### src/rtl/wb_dev_router.sv
// -----------------------------------------------------------------------------
// wb_dev_router
//
// Routes one Wishbone slave port onto NUM_DEV equally sized IO-device windows
// plus an optional default (overflow) port. The device-side outputs are all
// registered. A transfer ends with a bus error when the address decodes to
// nothing, or when the selected device stays silent for TIMEOUT busy cycles.
//
// Ports
//   clk, rst        clock (rising edge), asynchronous active-high reset
//   wbs_*           Wishbone slave side (word address [TOTAL_ADDR_BITS-1:2])
//   dev_cs_o        one-hot chip select, one bit per device window
//   dev_addr_o      in-window word address, shared by all devices
//   dev_sel_o       byte select, shared
//   dev_we_o        write enable, shared
//   dev_data_o      write data, shared
//   dev_data_i      read data, device k at [32k+31:32k]
//   dev_ack_i       per-device acknowledge
//   dflt_cs_o       default-port chip select
//   dflt_addr_o     full word address for the default port
//   dflt_data_i     default-port read data
//   dflt_ack_i      default-port acknowledge
// -----------------------------------------------------------------------------
module wb_dev_router #(
    parameter int TOTAL_ADDR_BITS  = 16,
    parameter int SINGLE_ADDR_BITS = 8,
    parameter int NUM_DEV          = 10,
    parameter int HAS_DEFAULT      = 1,
    parameter int TIMEOUT          = 255
) (
    input  logic                         clk,
    input  logic                         rst,
    input  logic                         wbs_cyc_i,
    input  logic                         wbs_stb_i,
    input  logic [TOTAL_ADDR_BITS-3:0]   wbs_addr_i,
    input  logic [3:0]                   wbs_sel_i,
    input  logic                         wbs_we_i,
    input  logic [31:0]                  wbs_data_i,
    output logic [31:0]                  wbs_data_o,
    output logic                         wbs_ack_o,
    output logic                         wbs_err_o,
    output logic [NUM_DEV-1:0]           dev_cs_o,
    output logic [SINGLE_ADDR_BITS-3:0]  dev_addr_o,
    output logic [3:0]                   dev_sel_o,
    output logic                         dev_we_o,
    output logic [31:0]                  dev_data_o,
    input  logic [32*NUM_DEV-1:0]        dev_data_i,
    input  logic [NUM_DEV-1:0]           dev_ack_i,
    output logic                         dflt_cs_o,
    output logic [TOTAL_ADDR_BITS-3:0]   dflt_addr_o,
    input  logic [31:0]                  dflt_data_i,
    input  logic                         dflt_ack_i
);

    localparam int AW  = TOTAL_ADDR_BITS - 2;           // word address width
    localparam int DAW = SINGLE_ADDR_BITS - 2;          // in-window word address width
    localparam int IW  = TOTAL_ADDR_BITS - SINGLE_ADDR_BITS;  // window index width
    localparam int TW  = $clog2(TIMEOUT + 1);           // watchdog counter width
    localparam bit HAS_DFLT = (HAS_DEFAULT != 0);

    typedef enum logic [1:0] {
        IDLE = 2'd0,
        BUSY = 2'd1,
        DONE = 2'd2
    } state_t;

    state_t state_reg, state_next;

    logic [NUM_DEV-1:0]  cs_reg, cs_next;
    logic                dflt_cs_reg, dflt_cs_next;
    logic                ack_reg, ack_next;
    logic                err_reg, err_next;
    logic [31:0]         rdata_reg, rdata_next;
    logic [TW-1:0]       cnt_reg, cnt_next;
    logic [DAW-1:0]      dev_addr_reg;
    logic [AW-1:0]       dflt_addr_reg;
    logic [3:0]          sel_reg;
    logic                we_reg;
    logic [31:0]         wdata_reg;
    logic                latch_req;

    // ------------------------------------------------------------------
    // Address decode
    // ------------------------------------------------------------------
    logic [IW-1:0]       idx;
    logic                req;
    logic                idx_in_range;
    logic [NUM_DEV-1:0]  dev_hit;

    assign idx          = wbs_addr_i[AW-1:DAW];
    assign req          = wbs_cyc_i & wbs_stb_i;
    // One extra bit so NUM_DEV == 2**IW still compares correctly.
    assign idx_in_range = ({1'b0, idx} < (IW+1)'(NUM_DEV));

    generate
        for (genvar gi = 0; gi < NUM_DEV; gi++) begin : g_hit
            assign dev_hit[gi] = (idx == IW'(gi));
        end
    endgenerate

    // ------------------------------------------------------------------
    // Selected-target ack and read data. cs is one-hot (or all zero), so
    // masking each device with its cs bit and OR-ing gives a clean mux.
    // ------------------------------------------------------------------
    logic [31:0] dev_masked [NUM_DEV];
    logic [31:0] sel_data;
    logic        sel_ack;
    logic        timeout_hit;

    generate
        for (genvar gi = 0; gi < NUM_DEV; gi++) begin : g_mask
            assign dev_masked[gi] = dev_data_i[32*gi +: 32] & {32{cs_reg[gi]}};
        end
    endgenerate

    always_comb begin
        sel_data = dflt_data_i & {32{dflt_cs_reg}};
        for (int i = 0; i < NUM_DEV; i++) begin
            sel_data = sel_data | dev_masked[i];
        end
    end

    // Acks from devices that are not selected are masked off here.
    assign sel_ack     = (|(dev_ack_i & cs_reg)) | (dflt_ack_i & dflt_cs_reg);
    // The counter reaches TIMEOUT on this busy cycle.
    assign timeout_hit = (cnt_reg == TW'(TIMEOUT - 1));

    // ------------------------------------------------------------------
    // State and output registers
    // ------------------------------------------------------------------
    always_ff @(posedge clk or posedge rst) begin
        if (rst) begin
            state_reg     <= IDLE;
            cs_reg        <= '0;
            dflt_cs_reg   <= 1'b0;
            ack_reg       <= 1'b0;
            err_reg       <= 1'b0;
            rdata_reg     <= '0;
            cnt_reg       <= '0;
            dev_addr_reg  <= '0;
            dflt_addr_reg <= '0;
            sel_reg       <= '0;
            we_reg        <= 1'b0;
            wdata_reg     <= '0;
        end else begin
            state_reg   <= state_next;
            cs_reg      <= cs_next;
            dflt_cs_reg <= dflt_cs_next;
            ack_reg     <= ack_next;
            err_reg     <= err_next;
            rdata_reg   <= rdata_next;
            cnt_reg     <= cnt_next;
            if (latch_req) begin
                dev_addr_reg  <= wbs_addr_i[DAW-1:0];
                dflt_addr_reg <= wbs_addr_i;
                sel_reg       <= wbs_sel_i;
                we_reg        <= wbs_we_i;
                wdata_reg     <= wbs_data_i;
            end
        end
    end

    // ------------------------------------------------------------------
    // Next-state logic
    // ------------------------------------------------------------------
    always_comb begin
        state_next = state_reg;
        case (state_reg)
            IDLE: begin
                if (req) begin
                    state_next = (idx_in_range || HAS_DFLT) ? BUSY : DONE;
                end
            end
            BUSY: begin
                if (sel_ack || timeout_hit) begin
                    state_next = DONE;
                end else if (!wbs_cyc_i) begin
                    state_next = IDLE;
                end
            end
            DONE: state_next = IDLE;
            default: state_next = IDLE;
        endcase
    end

    // ------------------------------------------------------------------
    // Output / datapath next values
    // ------------------------------------------------------------------
    always_comb begin
        cs_next      = cs_reg;
        dflt_cs_next = dflt_cs_reg;
        ack_next     = 1'b0;
        err_next     = 1'b0;
        rdata_next   = rdata_reg;
        cnt_next     = cnt_reg;
        latch_req    = 1'b0;
        case (state_reg)
            IDLE: begin
                cnt_next = '0;
                if (req) begin
                    latch_req = 1'b1;
                    if (idx_in_range) begin
                        cs_next = dev_hit;
                    end else if (HAS_DFLT) begin
                        dflt_cs_next = 1'b1;
                    end else begin
                        err_next = 1'b1;
                    end
                end
            end
            BUSY: begin
                cnt_next = cnt_reg + 1'b1;
                // Ack wins over the watchdog when both land on the same cycle.
                if (sel_ack) begin
                    rdata_next   = sel_data;
                    ack_next     = 1'b1;
                    cs_next      = '0;
                    dflt_cs_next = 1'b0;
                end else if (timeout_hit) begin
                    err_next     = 1'b1;
                    cs_next      = '0;
                    dflt_cs_next = 1'b0;
                end else if (!wbs_cyc_i) begin
                    // Master abandoned the cycle: release the device silently.
                    cs_next      = '0;
                    dflt_cs_next = 1'b0;
                end
            end
            DONE: begin
                // One dead cycle so a strobe still high from the finished
                // transfer is not taken as a new request.
                cnt_next     = '0;
                cs_next      = '0;
                dflt_cs_next = 1'b0;
            end
            default: begin
                cs_next      = '0;
                dflt_cs_next = 1'b0;
            end
        endcase
    end

    assign wbs_data_o  = rdata_reg;
    assign wbs_ack_o   = ack_reg;
    assign wbs_err_o   = err_reg;
    assign dev_cs_o    = cs_reg;
    assign dev_addr_o  = dev_addr_reg;
    assign dev_sel_o   = sel_reg;
    assign dev_we_o    = we_reg;
    assign dev_data_o  = wdata_reg;
    assign dflt_cs_o   = dflt_cs_reg;
    assign dflt_addr_o = dflt_addr_reg;

endmodule

### config.mk
export PLATFORM = sky130hd
export DESIGN_NAME = wb_dev_router
export DESIGN_NICKNAME = d
export VERILOG_FILES = /design/src/rtl/wb_dev_router.sv
export SDC_FILE = /design/constraint.sdc
export NUM_CORES = 1
export LEC_CHECK = 0
export ABC_AREA = 1
export CORE_AREA = 2 2 199 201
export DETAILED_ROUTE_END_ITERATION = 8
export DIE_AREA = 0 0 201 203
export PLACE_DENSITY = 0.46
export SLEW_MARGIN = 20
export SYNTH_ARGS = -nofsm -noshare
export SYNTH_HDL_FRONTEND = slang
export SYNTH_SLANG_ARGS = --single-unit
### constraint.sdc
create_clock -name clk -period 4.8 [get_ports clk]
set_clock_uncertainty 0.1 [all_clocks]
set_input_delay 1.2 -clock clk [delete_from_list [all_inputs] [get_ports clk]]
set_output_delay 1.2 -clock clk [all_outputs]
set_load 0.05 [all_outputs]
==> flow_summary_export.csv, run 1 <==
group,metric,value,unit
outcome,status,"finished clean",
finish,fin_nets,1865,
grt,grt_max_degree,65,
floorplan,die_area,40800,um2
finish,utilization,33.0,%
clocking,cts_tree,"yes",
sta,setup_viol,0,
worst_setup_path,reg2reg_from,"dev_cs_o[9]",
worst_setup_path,endpoint_kind,"flip-flop",
clocking,path_clk_slew,0.08,ns
grt,grt_pass1_vias,8751,
sta,fmax,333,MHz
finish,final_cell_mix,"clkdlybuf4s50_1 (519), nand2_1 (468), dfrtp_1 (95), nor2_1 (65), nand3_1 (62)",
sta,relSlewSlack,46.6,%
sta,fin_crit,3.00,ns
clocking,cts_resized,0,
synthesis,synth_top_area_share,39.2,%
clocking,htreeDepth,3,
floorplan,rows,72,
worst_setup_path,endpoint,"dev_data_o[11]",
grt,antenna_found_initial,8,
worst_setup_path,cp-start-kind,"primary input",
synthesis,synth_cell_types,25,
placement,dp.cells,1952,
synthesis,yosysSeqAreaShare,39.2,%
sta,final-max-slew-violation-count,0,
min_path,hp-class,"reg2reg",
placement,hpwlAfterDp,30200,um
floorplan,core-area,38500,um2
route,wl,39900,um
run,maxCapViolCount,0,
worst_setup_path,criticalPathCategory,"in2reg",
sta,final_hold_viol_count,0,
synthesis,syn_inst,967,
sta,min_period_over_period,62.5,%
route,ant_nets,0,
clocking,cts_hold_buf,0,
synthesis,avgSynthCellArea,7.00,um2
sta,rsz0062_at_grt,"false",
worst_setup_path,cp_data_arrival_time,3.15,ns
finish,instances_no_fill,1976,
clocking,numCtsBuffers,9,
synthesis,yosysWarnings,0,
clocking,clock-sinks,106,
floorplan,die_h,203,um
route,drt-initial-drc-count,501,
placement,portBuffers,519,
worst_setup_path,setup.worst_path.start,"wbs_cyc_i",
min_path,hp-start,"wbs_data_o[30]",
grt,track_usage,19.2,%
route,firstDrtPassIters,5,
clocking,root_buffer,"clkbuf_16",
grt,grt_pass1_wl,57800,um
sta,worst_slew_pin_slew,0.798,ns
floorplan,initial_utilization,17.6,%
clocking,clockBufferDepth,2,
route,via_per_inst,4.26,
route,wire_per_inst,20.2,um
worst_setup_path,cp_max_fo,33,
worst_setup_path,r2r_end,"wbs_data_o[1]",
floorplan,ios,520,
finish,area_growth,87.6,%
synthesis,ys_top_cells_by_area,"dfrtp_1 (39%), nand2_1 (26%), mux2_2 (6.3%)",
worst_setup_path,r2r_slack,2.44,ns
clocking,clock_latency,0.37,ns
synthesis,syn_nets,1387,
route,vias,8424,
worst_setup_path,r2r_cells,11,
sta,setup_tns,0,ns
pwr,ir_drop,0.244,mV
synthesis,synth_area,6770,um2
finish,final_layout_size_suffix_gt1_share,7.31,%
pwr,powerDensity,358,nW/um2
finish,final_common_cell,"clkdlybuf4s50_1",
synthesis,synth_top_cell_by_area,"dfrtp_1",
clocking,post-cts-setup-buffer-count,0,
worst_setup_path,cp.required,4.95,ns
grt,grt-ovfl-total,0,
route,drc,0,
pwr,leakage,0.00523,uW
placement,gp_congestion,0.902,
floorplan,die_w,201,um
synthesis,synth_seq_cells,106,
## synth_stat cells
| cell type | count |
|---|---|
| nor2_8 | 1 |
| nand3_2 | 1 |
| o21ai_2 | 9 |
| dfrtp_1 | 106 |
| buf_4 | 11 |
| nand3_1 | 62 |
| nor2_1 | 65 |
| nand2_8 | 1 |
| inv_2 | 5 |
| o21ai_1 | 7 |
| buf_6 | 6 |
| nand2_2 | 2 |
| buf_1 | 1 |
| mux2_4 | 7 |
| clkbuf_1 | 29 |
| ha_1 | 2 |
| a21oi_1 | 20 |
| nand4_1 | 58 |
| inv_1 | 16 |
| mux2_2 | 38 |
| o21ai_0 | 26 |
| nand2_1 | 468 |
| nor2_4 | 1 |
| nor3_1 | 6 |
| buf_2 | 19 |
## metrics by stage
| step | power (uW) | hold slack (ns) | worst slack [ns] | cell area, um2 |
|---|---|---|---|---|
| finish | 4550 | 0.383 | 1.80 | 12700 |
| global route | 4780 | 0.401 | 1.66 | 12700 |
| CTS | 4620 | 0.385 | 1.79 | 12700 |
| detailed placement | 3810 | 0.364 | 1.39 | 12400 |
| global placement | 3810 | 0.363 | 1.39 | 12400 |
| floorplan | 2720 | 0.355 | 0.711 | 6770 |
## where the power goes
| part | internal [uW] | total, uW | switching (uW) |
|---|---|---|---|
| sequential | 1150 | 1310 | 160 |
| combinational | 958 | 2470 | 1510 |
| clock | 367 | 770 | 403 |
| total | 2480 | 4550 | 2070 |
## cell type report
cell class              count  area (um2)
fillers                  4223       25800
repair buffers            533        5310
multi-input cells         774        3680
flip-flops and latches    106        2670
well taps                 518         648
clock buffers              10         229
inverters                  21        81.3
clock inverters             6        60.1
diodes                      8        20.0
## metal layers
metal	track usage, %	part of all wire, %	vias to the layer above
met5	0	0	-
met4	6.35	2.4	0
met3	5.83	8.0	36
met2	33.4	49	373
met1	22.5	40	3923
li1	-	-	4092
## cells by family after synthesis
family / share of synthesized area [%]
buffers and inverters: 6.45
adder cells (fa/ha/maj): 0.370
multiplexers: 7.87
flip-flops: 39.2
AND/OR/NAND/NOR: 41.0
AO/OA/AOI/OAI: 5.08
## how the worst min path moves through the flow
stage / to / slack, ns / depth (start not counted)
floorplan: cnt_reg[6] / 0.36 / 1
global placement: wbs_data_o[5] / 0.36 / 2
detailed placement: wbs_data_o[18] / 0.36 / 2
CTS: wbs_data_o[18] / 0.39 / 2
global route: wbs_data_o[1] / 0.40 / 2
finish: wbs_data_o[30] / 0.38 / 2
## critical path: stages
cell and delay (ns):
clkdlybuf4s50_1 0.46, nand2_1 0.13, inv_1 0.07, nand2_2 0.57, buf_4 0.33, mux2_2 0.35
Power figures use the tool's default switching activity.
==> inputs of run 2 (changes only) <==
- clock period: 4.8 -> 3.15 ns (I/O delays scaled with it)
==> flow_summary_export.csv, run 2 (synthesized netlist as in run 1, its figures left out) <==
group,metric,value,unit
outcome,status,"finished clean",
worst_setup_path,path_cells,"clkdlybuf4s50_1",
clocking,htreeDepth,3,
pwr,ir_drop,0.499,mV
worst_setup_path,criticalPathCategory,"reg2out",
grt,track_usage,20.5,%
floorplan,die_w,201,um
sta,fmax,354,MHz
pwr,leakage,0.00528,uW
clocking,cts_resized,0,
finish,seq_area,2670,um2
finish,multi_input_area,3680,um2
clocking,clock_latency,0.36,ns
floorplan,core-area,38500,um2
route,vias,8571,
finish,area_growth,88.1,%
grt,grt_pass1_vias,8894,
run,maxCapViolCount,0,
finish,nFillCells,4196,
route,via_per_inst,4.34,
floorplan,die_h,203,um
pwr,netSwitchingPower,3110,uW
route,wl,42700,um
finish,final_common_cell,"clkdlybuf4s50_1",
placement,portBuffers,519,
finish,final_layout_size_suffix_gt1_share,7.83,%
floorplan,rows,72,
worst_setup_path,cp-start-kind,"flip-flop",
grt,grt_pass1_wl,60900,um
sta,rsz0062_at_grt,"false",
clocking,clock-sinks,106,
sta,fin_crit,2.82,ns
placement,hpwlAfterDp,34300,um
floorplan,ios,520,
worst_setup_path,path_buf_inv,1,
clocking,root_buffer,"clkbuf_16",
floorplan,die_area,40800,um2
finish,final_cell_mix,"clkdlybuf4s50_1 (515), nand2_1 (468), dfrtp_1 (96), nor2_1 (65), nand3_1 (62)",
sta,worst_slew_pin_slew,0.616,ns
route,ant_nets,0,
worst_setup_path,crit_family,"buffers and inverters",
clocking,path_clk_slew,0.07,ns
worst_setup_path,cp.required,2.26,ns
worst_setup_path,slowest_delay,0.90,ns
sta,min_period_over_period,89.6,%
min_path,hp-class,"reg2reg",
sta,relSlewSlack,58.8,%
sta,setup_viol,0,
pwr,powerDensity,541,nW/um2
sta,hold-worst-slack,0.382,ns
clocking,cts_tree,"yes",
grt,grt-ovfl-total,0,
sta,final-max-slew-violation-count,0,
pwr,seq_power_share,29.1,%
worst_setup_path,cp_max_fo,14,
clocking,cts_hold_buf,0,
sta,fin_ws,0.328,ns
route,wire_per_inst,21.6,um
clocking,clockBufferDepth,2,
pwr,p_sw_share,45.1,%
floorplan,initial_utilization,17.6,%
clocking,numCtsBuffers,9,
pwr,comb_power_share,54.7,%
worst_setup_path,endpoint_kind,"output pin",
route,drc,0,
grt,antenna_found_initial,7,
sta,final_hold_viol_count,0,
route,firstDrtPassIters,5,
placement,gp_congestion,0.994,
grt,grt_max_degree,80,
worst_setup_path,critical-path-slowest-cell,"clkdlybuf4s50_1",
route,drt-initial-drc-count,484,
pwr,p_clk_share,16.2,%
pwr,internal-power,3790,uW
clocking,post-cts-setup-buffer-count,0,
finish,fin_nets,1872,
sta,setup_tns,0,ns
placement,pre_cts_slack,0.353,ns
worst_setup_path,cp_data_arrival_time,1.93,ns
[run 2: changes by cell type in the layout (fill, tap and decap cells not counted), sizes merged]
cell	previous run	this run
clkbuf	10	12
inv	24	21
clkinvlp	1	2
diode	8	3
clkdlybuf4s50	519	515
clkinv	2	1
buf	14	25
[run 2: through the flow]
stage / utilization (%) / power [uW] / instance area, um2 / std cells
floorplan: - / 4140 / 6770 / 967
global placement: 32.4 / 5810 / 12500 / 1959
detailed placement: 32.4 / 5820 / 12500 / 1959
CTS: 33.1 / 6990 / 12700 / 1974
global route: 33.1 / 7250 / 12700 / 1977
finish: 33.1 / 6900 / 12700 / 1977
[run 2: power groups by stage]
stage	combinational (uW)	sequential [uW]	clock [uW]
global placement	3790	2030	0
detailed placement	3800	2020	0
floorplan	779	3360	0
finish	3770	2010	1120
CTS	3810	2010	1170
global route	3950	2070	1230
[run 2: area by class of cell]
| type | instances | area share (%) |
|---|---|---|
| Timing Repair Buffer | 540 | 42.2 |
| Multi-Input combinational cell | 774 | 28.9 |
| Sequential cell | 106 | 20.9 |
| Tap cell | 518 | 5.09 |
| Clock buffer | 12 | 1.94 |
| Inverter | 21 | 0.648 |
| Clock inverter | 3 | 0.197 |
| Antenna cell | 3 | 0.0590 |
[run 2: layer usage]
| layer | track usage, % | routed length, um |
|---|---|---|
| met1 | 23.3 | 16400 |
| met2 | 36.4 | 21600 |
| met3 | 6.15 | 3470 |
| met4 | 6.77 | 1120 |
| met5 | 0 | 34 |
[run 2: path summary, 6_finish.rpt]
check / start / end / slack (ns) / cells after the start
worst max-delay path: dev_cs_o[4] / dev_cs_o[4] / 0.33 / 1
worst min-delay path: wbs_data_o[4] / wbs_data_o[4] / 0.38 / 2
worst max register to register: dev_cs_o[3] / wbs_data_o[27] / 0.79 / 11
worst min register to register: wbs_data_o[4] / wbs_data_o[4] / 0.38 / 2
max in group asynchronous: rst / dflt_cs_o / 1.75 / 3
min in group asynchronous: rst / dev_data_o[7] / 0.80 / 3
==> inputs of run 3 (changes only) <==
- CAP_MARGIN: not set -> 25
- SLEW_MARGIN: 20 -> 5
==> results of run 3 <==
The final DEF is identical to that of run 2; final timing and power are the same.
